File: config.mk
export PLATFORM = sky130hd
export DESIGN_NAME = acc_seq_flat
export DESIGN_NICKNAME = d
export VERILOG_FILES = /design/src/rtl/acc_seq_if.sv /design/src/rtl/acc_seq.sv /design/src/flat_wrapper.sv
export SDC_FILE = /design/constraint.sdc
export NUM_CORES = 1
export LEC_CHECK = 0
export CAP_MARGIN = 0
export CORE_MARGIN = 3
export CORE_UTILIZATION = 41
export DETAILED_ROUTE_END_ITERATION = 16
export PLACE_DENSITY = 0.7
export SETUP_SLACK_MARGIN = 0.2
export SYNTH_ARGS = -nofsm -noshare
export SYNTH_HDL_FRONTEND = slang
export SYNTH_SLANG_ARGS = --single-unit
File: constraint.sdc
create_clock -name clk -period 1.8 [get_ports clk]
set_clock_uncertainty 0.05 [all_clocks]
set_input_delay 0.27 -clock clk [delete_from_list [all_inputs] [get_ports clk]]
set_output_delay 0.27 -clock clk [all_outputs]
set_load 0.01 [all_outputs]
File: src/rtl/acc_seq_if.sv
// acc_seq_if
//   Groups the descriptor handshake, the latched descriptor view and the
//   address stream of acc_seq into one bundle.
//   master : controller/consumer side (drives descriptors, accdone, addr_ready)
//   slave  : acc_seq side (drives cfg_ready, *A registers, address stream, status)
//   Parameters: ADDR_W address width, SIZE_W size-field width.
interface acc_seq_if #(
  parameter int ADDR_W = 6,
  parameter int SIZE_W = 6
);
  logic              accdone;
  logic              cfg_valid;
  logic              cfg_ready;
  logic [ADDR_W-1:0] startaddr;
  logic [SIZE_W-1:0] datasize;
  logic              accbypass;
  logic              accbypassA;
  logic [ADDR_W-1:0] startaddrA;
  logic [SIZE_W-1:0] datasizeA;
  logic [ADDR_W-1:0] addr;
  logic              addr_valid;
  logic              addr_ready;
  logic              last;
  logic              busy;
  logic              done;
  logic              err;

  modport master (
    output accdone, cfg_valid, startaddr, datasize, accbypass, addr_ready,
    input  cfg_ready, accbypassA, startaddrA, datasizeA,
    input  addr, addr_valid, last, busy, done, err
  );

  modport slave (
    input  accdone, cfg_valid, startaddr, datasize, accbypass, addr_ready,
    output cfg_ready, accbypassA, startaddrA, datasizeA,
    output addr, addr_valid, last, busy, done, err
  );
endinterface

File: src/rtl/acc_seq.sv
// acc_seq
//   Accepts a transfer descriptor (start address, size, bypass flag), keeps a
//   registered copy for the accelerator datapath, inserts HOLD settle cycles
//   for bypass descriptors and then emits the address sequence, wrapping at
//   MEM_DEPTH. accdone aborts any activity synchronously.
// Ports:
//   clk   - rising-edge clock
//   reset - asynchronous active-low reset
//   bus   - acc_seq_if.slave: descriptor handshake, latched descriptor,
//           address stream (addr/addr_valid/addr_ready/last), busy/done/err
// Optional feature:
//   ACC_SEQ_BACKTOBACK_EN - accept the next descriptor on the final beat of a
//   transfer, removing the IDLE bubble between descriptors.
module acc_seq #(
  parameter int ADDR_W    = 6,
  parameter int SIZE_W    = 6,
  parameter int MEM_DEPTH = 64,
  parameter int HOLD      = 3
) (
  input logic      clk,
  input logic      reset,
  acc_seq_if.slave bus
);

  localparam int CNT_W = (HOLD < 1) ? 1 : $clog2(HOLD + 1);
  localparam logic [ADDR_W:0] DEPTH_L = (ADDR_W + 1)'(MEM_DEPTH);

  typedef enum logic [1:0] {IDLE, QUAL, RUN} state_t;

  state_t            state_q, state_d;
  logic [ADDR_W-1:0] addr_q, addr_d;
  logic [SIZE_W-1:0] rem_q, rem_d;
  logic [CNT_W-1:0]  cnt_q, cnt_d;
  logic              byp_q, byp_d;
  logic [ADDR_W-1:0] start_q, start_d;
  logic [SIZE_W-1:0] size_q, size_d;
  logic              done_q, done_d;
  logic              err_q, err_d;
  logic              err_pend_q, err_pend_d;

  logic              run_w, last_w, addr_hs, accept, start_oob;
  logic [ADDR_W:0]   addr_p1;
  logic [ADDR_W-1:0] addr_inc;

  assign run_w   = (state_q == RUN);
  assign last_w  = run_w && (rem_q == SIZE_W'(1));
  assign addr_hs = run_w && bus.addr_ready;

  // Increment in one extra bit so MEM_DEPTH == 2**ADDR_W wraps correctly.
  assign addr_p1  = {1'b0, addr_q} + 1'b1;
  assign addr_inc = (addr_p1 == DEPTH_L) ? '0 : addr_p1[ADDR_W-1:0];

  assign start_oob = ({1'b0, bus.startaddr} >= DEPTH_L);

`ifdef ACC_SEQ_BACKTOBACK_EN
  assign bus.cfg_ready = ((state_q == IDLE) || (last_w && bus.addr_ready)) && !bus.accdone;
`else
  assign bus.cfg_ready = (state_q == IDLE) && !bus.accdone;
`endif

  assign accept = bus.cfg_valid && bus.cfg_ready;

  always_comb begin
    state_d    = state_q;
    addr_d     = addr_q;
    rem_d      = rem_q;
    cnt_d      = cnt_q;
    byp_d      = byp_q;
    start_d    = start_q;
    size_d     = size_q;
    done_d     = 1'b0;
    err_d      = err_pend_q;
    err_pend_d = 1'b0;

    if (bus.accdone) begin
      state_d = IDLE;
      byp_d   = 1'b0;
      cnt_d   = '0;
      err_d   = 1'b0;
    end else begin
      case (state_q)
        QUAL: begin
          if (cnt_q == CNT_W'(HOLD - 1)) state_d = RUN;
          else                           cnt_d   = cnt_q + 1'b1;
        end
        RUN: begin
          if (addr_hs) begin
            addr_d = addr_inc;
            rem_d  = rem_q - 1'b1;
            if (last_w) begin
              state_d = IDLE;
              done_d  = 1'b1;
            end
          end
        end
        default: ;
      endcase

      // A new descriptor overrides the transfer-completion next state.
      if (accept) begin
        if (start_oob) begin
          // done and err must not share a cycle; a drop on the final beat
          // reports one cycle later.
          if (done_d) err_pend_d = 1'b1;
          else        err_d      = 1'b1;
        end else begin
          start_d = bus.startaddr;
          size_d  = bus.datasize;
          byp_d   = bus.accbypass;
          addr_d  = bus.startaddr;
          rem_d   = bus.datasize;
          if (bus.datasize == '0) begin
            state_d = IDLE;
            done_d  = 1'b1;
          end else if (bus.accbypass && (HOLD > 0)) begin
            state_d = QUAL;
            cnt_d   = '0;
          end else begin
            state_d = RUN;
          end
        end
      end
    end
  end

  always_ff @(posedge clk or negedge reset) begin
    if (!reset) begin
      state_q    <= IDLE;
      addr_q     <= '0;
      rem_q      <= '0;
      cnt_q      <= '0;
      byp_q      <= 1'b0;
      start_q    <= '0;
      size_q     <= '0;
      done_q     <= 1'b0;
      err_q      <= 1'b0;
      err_pend_q <= 1'b0;
    end else begin
      state_q    <= state_d;
      addr_q     <= addr_d;
      rem_q      <= rem_d;
      cnt_q      <= cnt_d;
      byp_q      <= byp_d;
      start_q    <= start_d;
      size_q     <= size_d;
      done_q     <= done_d;
      err_q      <= err_d;
      err_pend_q <= err_pend_d;
    end
  end

  assign bus.addr       = addr_q;
  assign bus.addr_valid = run_w;
  assign bus.last       = last_w;
  assign bus.busy       = (state_q != IDLE);
  assign bus.done       = done_q;
  assign bus.err        = err_q;
  assign bus.accbypassA = byp_q;
  assign bus.startaddrA = start_q;
  assign bus.datasizeA  = size_q;

endmodule

File: src/flat_wrapper.sv
// flat-port wrapper written by rule: the top's interface ports become plain ports
module acc_seq_flat 
#(
  parameter int ADDR_W    = 6,
  parameter int SIZE_W    = 6,
  parameter int MEM_DEPTH = 64,
  parameter int HOLD      = 3
)
  (clk, reset, bus_accdone, bus_cfg_valid, bus_startaddr, bus_datasize, bus_accbypass, bus_addr_ready, bus_cfg_ready, bus_accbypassA, bus_startaddrA, bus_datasizeA, bus_addr, bus_addr_valid, bus_last, bus_busy, bus_done, bus_err);
  acc_seq_if #(.ADDR_W(ADDR_W), .SIZE_W(SIZE_W)) bus_i ();
  input logic clk;
  input logic reset;
  input wire logic [$bits(bus_i.accdone)-1:0] bus_accdone;
  input wire logic [$bits(bus_i.cfg_valid)-1:0] bus_cfg_valid;
  input wire logic [$bits(bus_i.startaddr)-1:0] bus_startaddr;
  input wire logic [$bits(bus_i.datasize)-1:0] bus_datasize;
  input wire logic [$bits(bus_i.accbypass)-1:0] bus_accbypass;
  input wire logic [$bits(bus_i.addr_ready)-1:0] bus_addr_ready;
  output wire logic [$bits(bus_i.cfg_ready)-1:0] bus_cfg_ready;
  output wire logic [$bits(bus_i.accbypassA)-1:0] bus_accbypassA;
  output wire logic [$bits(bus_i.startaddrA)-1:0] bus_startaddrA;
  output wire logic [$bits(bus_i.datasizeA)-1:0] bus_datasizeA;
  output wire logic [$bits(bus_i.addr)-1:0] bus_addr;
  output wire logic [$bits(bus_i.addr_valid)-1:0] bus_addr_valid;
  output wire logic [$bits(bus_i.last)-1:0] bus_last;
  output wire logic [$bits(bus_i.busy)-1:0] bus_busy;
  output wire logic [$bits(bus_i.done)-1:0] bus_done;
  output wire logic [$bits(bus_i.err)-1:0] bus_err;
  assign bus_i.accdone = bus_accdone;
  assign bus_i.cfg_valid = bus_cfg_valid;
  assign bus_i.startaddr = bus_startaddr;
  assign bus_i.datasize = bus_datasize;
  assign bus_i.accbypass = bus_accbypass;
  assign bus_i.addr_ready = bus_addr_ready;
  assign bus_cfg_ready = bus_i.cfg_ready;
  assign bus_accbypassA = bus_i.accbypassA;
  assign bus_startaddrA = bus_i.startaddrA;
  assign bus_datasizeA = bus_i.datasizeA;
  assign bus_addr = bus_i.addr;
  assign bus_addr_valid = bus_i.addr_valid;
  assign bus_last = bus_i.last;
  assign bus_busy = bus_i.busy;
  assign bus_done = bus_i.done;
  assign bus_err = bus_i.err;
  acc_seq #(.ADDR_W(ADDR_W), .SIZE_W(SIZE_W), .MEM_DEPTH(MEM_DEPTH), .HOLD(HOLD)) u_core (.clk(clk), .reset(reset), .bus(bus_i));
endmodule
==> metrics.md, run 1 <==
| Metric | Value |
|---|---|
| Tightest Hold Check Type | in -> async |
| Initial antenna violation count | 0 |
| Leakage | roughly 1.2 nW |
| PD cells | around 1500 nW/µm² |
| Synth unique cells | 40 |
| Cell taking the most area after synthesis | dfrtp_1 |
| Status | complete, but fails checks |
| Final setup TNS | -97.7 ps |
| Cell total after placement | approximately 260 |
| Critical path class | reg -> out |
| Sink Count | 30 |
| Die area | roughly 4400 µm² |
| Area occupied by multi-input gates | about 850 µm² |
| Failing checks | negative setup slack |
| Post-DR wirelength/cell | 16.2 µm |
| Total track usage | 0.205 |
| Crit path required time | 1480 ps |
| Avg Synthesized Cell Area | between 9 and 10 µm² |
| Die Y | approximately 67 µm |
| Maximum clock frequency | between 500 and 600 MHz |
| Num ports | 43 |
| Clock root cell | clkbuf_8 |
| Final Max Slew Viols | 0 |
| Insertion delay to the later sink of the worst-skew pair | around 280 ps |
| Synth top area share | 0.498 |
| Number of diodes | 0 |
| Max IR drop VDD | between 900 and 1000 µV |
| CP endpoint kind | primary output |
| Post-synthesis sequential area ratio | 0.498 |
| Routed wire length | between 4 and 5 mm |
| Crit path largest cell delay | just over 400 ps |
| DP HPWL | 2.92 mm |
| First-pass GRT wire length | 6.78 mm |
| H-tree depth | 2 |
| CTS tree | done |
| Final cycle utilization of the critical path | 1.04 |
| CTS clk-pin slew, worst paths | 70 ps |
| Core Area | roughly 3400 µm² |
| Synth Instances | 158 |
| Synth area leaders | dfrtp_1, nand2_1, ha_1 |
| Synthesis Warnings | 0 |
| Register area | 753 µm² |
| Chip width | 66.6 µm |
| Critical Path AT | about 1600 ps |
| Largest net degree at the start of global routing | 31 |
| Routed via count | 1504 |
| Pre-CTS setup slack | -240 ps |
| Synth Register Bits | 30 |
| Row count | 21 |
| # setup viols final | 2 |
| CP Cell Sequence | or3_4 > nor4b_4 > buf_2 |
| Final Power | ~3.8 mW |
| Drt pass-1 iters | 4 |
| Max-cap viol count | 0 |
| Initial DRC count | between 70 and 80 |
| IO Port Bufs | 41 |
| Post-Syn Area | approximately 1500 µm² |
| Layout cells sized above 1 | 0.349 |
| Worst path bufs/invs | 1 |
| CTS Buf Count | 5 |
| Final WS setup | -72.4 ps |
| Syn-to-layout area delta | 69.8% |
| Async set or reset register ratio after synthesis | 1.00 |
| DR vias/cell | approximately 5.3 |
| Critical Path Fanout Max | 2 |
| Crit-path leading delay family | simple AND/OR/NAND/NOR gates |
| Fillcell total | ~270 |
| Clock buffer depth | 2 |
| ANT nets after route | 0 |
| Synth Flop Type | dfrtp_1 |
| # DRC | 0 |
| CP Launch Type | register |
| Placer Congestion | 0.885 |
| Hold Violations, Final | 0 |
| Initial Utilization | 0.438 |
| EDFF count, synth | 0 |
| Nets | about 260 |
| Vias in the first global route | ~1500 |
| Syn Nets | 181 |
| Non-Filler Instances | around 280 |
| Worst path slowest cell | or3_4 |
| Grt ovf | 0 |
| RSZ-0062 raised after global routing | true |
| Period minus WS final | between 1500 and 2000 ps |
==> metal layers <==
metal	share of wire	GRT usage
met1	0.38	0.233
met2	0.53	0.360
met3	0.048	0.0472
met4	0.043	0.0914
met5	0	0
==> sequential cells by signal (all words and copies together) (netlist names) <==
signal and count:
u_core.bus.done 1, u_core.bus.startaddrA 6, u_core.bus.addr 6, u_core.bus.accbypassA 1, u_core.cnt_q 2, u_core.state_q 2
u_core.bus.datasizeA 6, u_core.rem_q 6
==> synthesized netlist by cell type, types with 2 or more instances <==
| library cell | count |
|---|---|
| xor2_1 | 2 |
| a31oi_1 | 3 |
| dfrtp_1 | 30 |
| nor2b_1 | 2 |
| nor2_1 | 8 |
| a21oi_1 | 2 |
| o211ai_1 | 5 |
| ha_1 | 5 |
| nand2b_1 | 2 |
| buf_2 | 4 |
| inv_1 | 6 |
| mux2i_1 | 3 |
| nand2_1 | 42 |
| buf_4 | 2 |
| nor3_1 | 4 |
| clkbuf_1 | 2 |
| or3_1 | 2 |
| nand3_1 | 2 |
| o21ai_0 | 9 |
| o21bai_1 | 3 |
==> area by class of cell <==
cell class,count,share of cell area
Tap cell,46,0.0225
Multi-Input combinational cell,114,0.333
Clock buffer,6,0.0323
Sequential cell,30,0.294
Inverter,6,0.00880
Timing Repair Buffer,81,0.298
Clock inverter,1,0.0117
==> final timing paths <==
kind                       depth (start not counted)                      from                       end  slack, ps
max                                                3           u_core.rem_q[4]                  bus_last        -70
min                                                2                     reset           u_core.rem_q[3]        330
max reg2reg                                        8           u_core.rem_q[4]           u_core.bus.done        -30
min reg2reg                                        2  u_core.bus.startaddrA[0]  u_core.bus.startaddrA[0]        420
max in group asynchronous                          2                     reset        u_core.bus.addr[4]       1060
min in group clk                                   3           bus_datasize[2]   u_core.bus.datasizeA[2]        330
==> power breakdown <==
part,internal (mW),leakage [nW],switching (mW)
logic,1.08,0.767,0.835
registers,0.963,0.378,0.214
clock network,0.442,0.0573,0.245
==> cell families after synthesis <==
group / count (synthesis) / share of synthesized area
other: 1 / 0.00249
XOR/XNOR: 3 / 0.0174
adder cells (fa/ha/maj): 5 / 0.0415
flip-flops: 30 / 0.498
buffers and inverters: 14 / 0.0432
AO/OA/AOI/OAI: 28 / 0.124
multiplexers: 3 / 0.0199
AND/OR/NAND/NOR: 74 / 0.254
==> layout by cell type, fill, tap and decap left out, drive strengths merged, types with 3 or more instances in the layout <==
master,n
ha,5
buf,42
inv,6
nor3,5
clkbuf,7
nand2,42
o21bai,3
mux2i,3
clkdlybuf4s50,31
o21ai,9
a31oi,3
nor2,9
dlygate4sd2,5
dfrtp,30
o211ai,5
==> stage by stage <==
stage,hold WS [ps],utilization,cell area [µm²]
2_1_floorplan,-75.6,-,1510
3_3_place_gp,411,0.618,2130
3_5_place_dp,410,0.618,2130
4_1_cts,316,0.686,2360
5_1_grt,336,0.744,2560
6_report,331,0.744,2560
==> timing repair <==
item,in CTS,in global routing
pin swaps,9,21
resized for setup,34,43
buffers inserted,8,4
hold buffers,0,0
cloned,0,2
setup endpoints to repair,20,25
(Power assumes the default switching activity.)
==> inputs of run 2 (changes only) <==
Settings changed: ABC_CLOCK_PERIOD_IN_PS set to 1800, MAX_ROUTING_LAYER set to met4.
==> run 2 against run 1 <==
The flow still finishes with violations (negative setup slack); maximum frequency increased by 0.55%; via count grew 0.53%; cell count unchanged; core utilization stayed put; flip-flop and latch count did not move; hold slack better by 1.9 ps.
==> metrics.md, run 2 (synthesis results as in run 1) <==
| Metric | Value |
|---|---|
| Routed wire length | 4.58 mm (-0.35%) |
| DR vias/cell | 5.32 (+0.53%) |
| Critical Path Fanout Max | 2 (unchanged) |
| Core Area | 3440 µm² (unchanged) |
| Reg-to-reg startpoint | u_core.rem_q[4] |
| Sink Count | 30 (unchanged) |
| CP endpoint kind | primary output |
| Final WS setup | -62.2 ps (+10.2 ps) |
| RSZ-0062 raised after global routing | true |
| Finished Core Util | 0.744 (unchanged) |
| Crit path largest cell delay | 410 ps (about the same) |
| Area occupied by multi-input gates | 852 µm² (unchanged) |
| Initial Utilization | 0.438 (unchanged) |
| Maximum clock frequency | 537 MHz (+0.55%) |
| Fillcell total | 268 (unchanged) |
| CP Launch Type | register |
| Failing checks | negative setup slack |
| Row count | 21 (unchanged) |
| Final Power | 3.77 mW (about the same) |
| # setup viols final | 2 (unchanged) |
| Worst path bufs/invs | 1 (unchanged) |
| Commonest non-fill, non-tap cell in the layout | nand2_1 |
| CTS tree | done |
| # DRC | 0 (unchanged) |
| Critical path class | reg -> out |
| First-pass GRT wire length | 6.79 mm (+0.10%) |
| Leakage | 1.20 nW (unchanged) |
| Die Y | 66.6 µm (unchanged) |
| Chip width | 66.6 µm (unchanged) |
| Grt ovf | 0 (unchanged) |
| Setup crit start | u_core.rem_q[4] |
| Vias in the first global route | 1544 (unchanged) |
| Period minus WS final | 1860 ps (-10.2 ps) |
| Max IR drop VDD | 938 µV (-0.49%) |
| Status | complete, but fails checks |
| Post-DR wirelength/cell | 16.1 µm (-0.35%) |
| Worst path slowest cell | or3_4 |
| Layout cells sized above 1 | 0.349 (unchanged) |
| Drt pass-1 iters | 7 (+3) |
| CP Cell Sequence | or3_4 > nor4b_4 > buf_2 |
| Most frequent cells in the layout | nand2_1, clkdlybuf4s50_1, dfrtp_1 |
| Hold Violations, Final | 0 (unchanged) |
| Total track usage | 0.210 (+0.00539) |
| Number of diodes | 0 (unchanged) |
| Die area | 4440 µm² (unchanged) |
| Crit-path leading delay family | simple AND/OR/NAND/NOR gates |
| Nets | 261 (unchanged) |
| Register area | 753 µm² (unchanged) |
| Num ports | 43 (unchanged) |
| PD cells | 1470 nW/µm² (about the same) |
| Largest net degree at the start of global routing | 31 (unchanged) |
| Final cycle utilization of the critical path | 1.03 (-0.00567) |
| IO Port Bufs | 41 (unchanged) |
| Crit path required time | 1480 ps (about the same) |
| Initial DRC count | 50 (-34%) |
| Initial antenna violation count | 0 (unchanged) |
| Insertion delay to the later sink of the worst-skew pair | 280 ps (about the same) |
| Routed via count | 1512 (+0.53%) |
| Clock root cell | clkbuf_8 |
| DP HPWL | 2.92 mm (unchanged) |
| Placer Congestion | 0.900 (+1.7%) |
| Max-cap viol count | 0 (unchanged) |
| CTS Buf Count | 5 (unchanged) |
| H-tree depth | 2 (unchanged) |
| Final Max Slew Viols | 0 (unchanged) |
| CTS clk-pin slew, worst paths | 70 ps (about the same) |
| Syn-to-layout area delta | 69.8% (unchanged) |
| Critical Path AT | 1540 ps (about the same) |
| Clock buffer depth | 2 (unchanged) |
| Tightest Hold Check Type | in -> async |
| ANT nets after route | 0 (unchanged) |
==> run 2: layout make-up <==
cell class	count	share of cell area
clock buffer	6	0.0323
clock inverter	1	0.0117
inverter	6	0.00880
multi-input combinational	114	0.333
sequential	30	0.294
tap	46	0.0225
timing repair buffer	81	0.298
==> run 2: per-layer routing <==
layer | global-route usage | wire, µm | vias to the layer above
li1 | - | - | 695
met1 | 0.233 | 1760 | 731
met2 | 0.360 | 2390 | 64
met3 | 0.0472 | 216 | 22
met4 | 0.0914 | 207 | 0
met5 | - | 0 | -
==> run 2: repair_timing <==
| item | 4_1_cts | 5_1_grt |
|---|---|---|
| hold buffers | 0 | 0 |
| pin swaps | 9 | 21 |
| gates resized for setup | 34 | 43 |
| gates cloned | 0 | 2 |
| buffers inserted | 8 | 4 |
| endpoints found under the setup margin | 20 | 25 |
==> run 2: final timing paths <==
check | depth (start not counted) | slack [ps] | to
max | 3 | -60 | bus_last
min reg2reg | 2 | 420 | u_core.bus.startaddrA[0]
max reg2reg | 8 | 0 | u_core.bus.done
min in group clk | 3 | 330 | u_core.bus.datasizeA[2]
max in group asynchronous | 2 | 1050 | u_core.bus.addr[3]
min | 2 | 330 | u_core.rem_q[3]
==> run 2: stage by stage <==
stage                     cell area (µm²)  TNS (ps)  instances  worst slack, ps  hold WS (ps)
final                                2560     -62.8        284            -62.2           333
after global routing                 2560      -177        284             -112           336
after CTS                            2360     -50.6        278            -50.6           316
after detailed placement             2130     -3180        263             -240           410
after global placement               2130     -2020        263             -177           411
after floorplan                      1510         0        158              210         -75.6
==> run 2: where the power goes <==
| group | switching [mW] | internal (mW) |
|---|---|---|
| Combinational | 0.836 | 1.08 |
| Sequential | 0.214 | 0.963 |
| Clock | 0.240 | 0.442 |
| Total | 1.29 | 2.48 |
==> inputs of run 3 (changes only) <==
Settings changed: CORE_MARGIN 3 to 2.
==> run 3 against run 2 <==
The run still ends with negative setup slack left; worst setup slack improved by 25 ps; global-route usage rose by 0.29 points; die area shrank 5.9%; first-iteration DRC count fell by 22%; clock power fell by 19%; clock-buffer cell count is 1 higher; flip-flop and latch count did not move; non-clock buffer count down 5; cell count down 0.70%; cell area fell by 0.78%; critical endpoint unchanged; largest cell class unchanged; largest power group unchanged; highest routed layer unchanged.
==> metrics.md, run 3 (synthesis results as in run 1) <==
| Metric | Value |
|---|---|
| Status | complete, but fails checks |
| Failing checks | negative setup slack |
| Initial DRC count | 39 (-22%) |
| R2r worst-path depth | 5 (-3) |
| Reg-to-reg startpoint | u_core.rem_q[3] |
| Initial antenna violation count | 0 (unchanged) |
| Drt pass-1 iters | 4 (-3) |
| Max IR drop VDD | 790 µV (-16%) |
| Final Max Slew Viols | 0 (unchanged) |
| PD cells | 1410 nW/µm² (-4.4%) |
| Non-Filler Instances | 282 (-0.70%) |
| Commonest non-fill, non-tap cell in the layout | clkdlybuf4s50_1 |
| Max-cap viol count | 0 (unchanged) |
| CTS tree | done |
| ANT nets after route | 0 (unchanged) |
| Power share of the sequential group | 0.330 (+0.018) |
| Maximum clock frequency | 544 MHz (+1.4%) |
| Leakage | 1.22 nW (+1.6%) |
| CTS clk-pin slew, worst paths | 60 ps (about the same) |
| CTS Buf Count | 5 (unchanged) |
| Net Sw Frac | 0.354 (+0.0115) |
| Post-DR wirelength/cell | 14.3 µm (-11%) |
| Layout cells sized above 1 | 0.376 (+0.0273) |
| Number of diodes | 0 (unchanged) |
| Hold Violations, Final | 0 (unchanged) |
| First-pass GRT wire length | 6.58 mm (-3.0%) |
| Sink Count | 30 (unchanged) |
| Nets | 256 (-1.9%) |
| Core Area | 3610 µm² (+4.8%) |
| Largest net degree at the start of global routing | 31 (unchanged) |
| Initial Utilization | 0.418 (-0.0199) |
| Cell area after layout | 2540 µm² (-0.78%) |
| Routed via count | 1435 (-5.1%) |
| Min Hold Slack | 336 ps (+3.27 ps) |
| Placer Congestion | 0.860 (-4.4%) |
| FF-to-FF setup slack | 90 ps (+90 ps) |
| Gate power share | 0.516 (+0.009) |
| Cell total after placement | 265 (+0.76%) |
| Insertion delay to the later sink of the worst-skew pair | 280 ps (about the same) |
| Clock buffer depth | 2 (unchanged) |
| Die Y | 64.6 µm (-3.0%) |
| Final cycle utilization of the critical path | 1.02 (-0.0139) |
| Period minus WS final | 1840 ps (-25.1 ps) |
| RSZ-0062 raised after global routing | true |
| Final WS setup | -37.2 ps (+25.1 ps) |
| CP endpoint kind | primary output |
| H-tree depth | 2 (unchanged) |
| DR vias/cell | 5.09 (-4.4%) |
| Cell internal pwr | 2.31 mW (-6.8%) |
| Critical Path Fanout Max | 2 (unchanged) |
| Crit Reg-Reg Endpoint | u_core.state_q[1] |
| Final setup TNS | -37.2 ps (+25.7 ps) |
| Grt ovf | 0 (unchanged) |
| Pre-CTS setup slack | -208 ps (+32.0 ps) |
| Vias in the first global route | 1443 (-6.5%) |
| NetSw | 1.27 mW (-1.9%) |
| Critical Path AT | 1520 ps (-20 ps) |
| # DRC | 0 (unchanged) |
| Clock root cell | clkbuf_8 |
| Syn-to-layout area delta | 68.5% |
| Part of the power in the clock network | 0.154 (-0.027) |
| CP Launch Type | register |
| # setup viols final | 1 (-1) |
| Finished Core Util | 0.704 (-0.0394) |
| IO Port Bufs | 41 (unchanged) |
| Critical path class | reg -> out |
| Routed wire length | 4.04 mm (-12%) |
| Chip width | 64.6 µm (-3.0%) |
| Most frequent cells in the layout | clkdlybuf4s50_1, nand2_1, dfrtp_1 |
| Num ports | 43 (unchanged) |
| DP HPWL | 2.74 mm (-6.0%) |
| Dpl cell area | 2140 µm² (+0.71%) |
| Tightest Hold Check Type | in -> async |
| Final Power | 3.58 mW (-5.1%) |
| Crit path required time | 1480 ps (about the same) |
| Die area | 4180 µm² (-5.9%) |
| Total track usage | 0.213 (+0.00294) |
| Row count | 22 (+4.8%) |
run 3: repair_timing:
| item | CTS | global route |
|---|---|---|
| hold buffers | 0 | 0 |
| resized for setup | 31 | 55 |
| endpoints found under the setup margin | 10 | 23 |
| gates cloned | 0 | 1 |
| setup buffers | 4 | 4 |
| pin swaps | 7 | 19 |
run 3: power by group through the flow:
stage               logic (mW)  registers (mW)  clock network (mW)
CTS                       1.64            1.17               0.566
global route              2.01            1.22               0.600
detailed placement        1.51            1.18                   0
finish                    1.85            1.18               0.553
floorplan                0.553            1.26                   0
global placement          1.48            1.16                   0
run 3: final cells by class:
cell class | count | area, µm²
tap | 48 | 60.1
multi-input combinational | 114 | 902
inverter | 6 | 22.5
clock buffer | 7 | 86.3
timing repair buffer | 76 | 712
clock inverter | 1 | 5.00
sequential | 30 | 752
fill | 275 | 1070
run 3: how the worst max path moves through the flow:
stage | startpoint | endpoint | slack [ps] | cells past startpoint
2_1_floorplan | u_core.state_q[0] | u_core.rem_q[5] | 210 | 5
3_3_place_gp | bus_accdone | bus_cfg_ready | -150 | 3
3_5_place_dp | bus_datasize[3] | u_core.state_q[1] | -210 | 5
4_1_cts | u_core.rem_q[3] | bus_last | -50 | 3
5_1_grt | u_core.rem_q[3] | bus_last | -90 | 3
6_report | u_core.rem_q[3] | bus_last | -40 | 3
run 3: worst max-delay path: stages (launching register included):
cell and delay, ps:
dfrtp_1 380, or3_4 410, nor4b_4 270, buf_2 170
run 3: layer usage:
metal / part of all wire / vias up / global-route usage
met1: 0.44 / 691 / 0.264
met2: 0.50 / 39 / 0.352
met3: 0.041 / 7 / 0.0573
met4: 0.015 / 0 / 0.0479
li1: - / 698 / -
met5: 0 / - / -
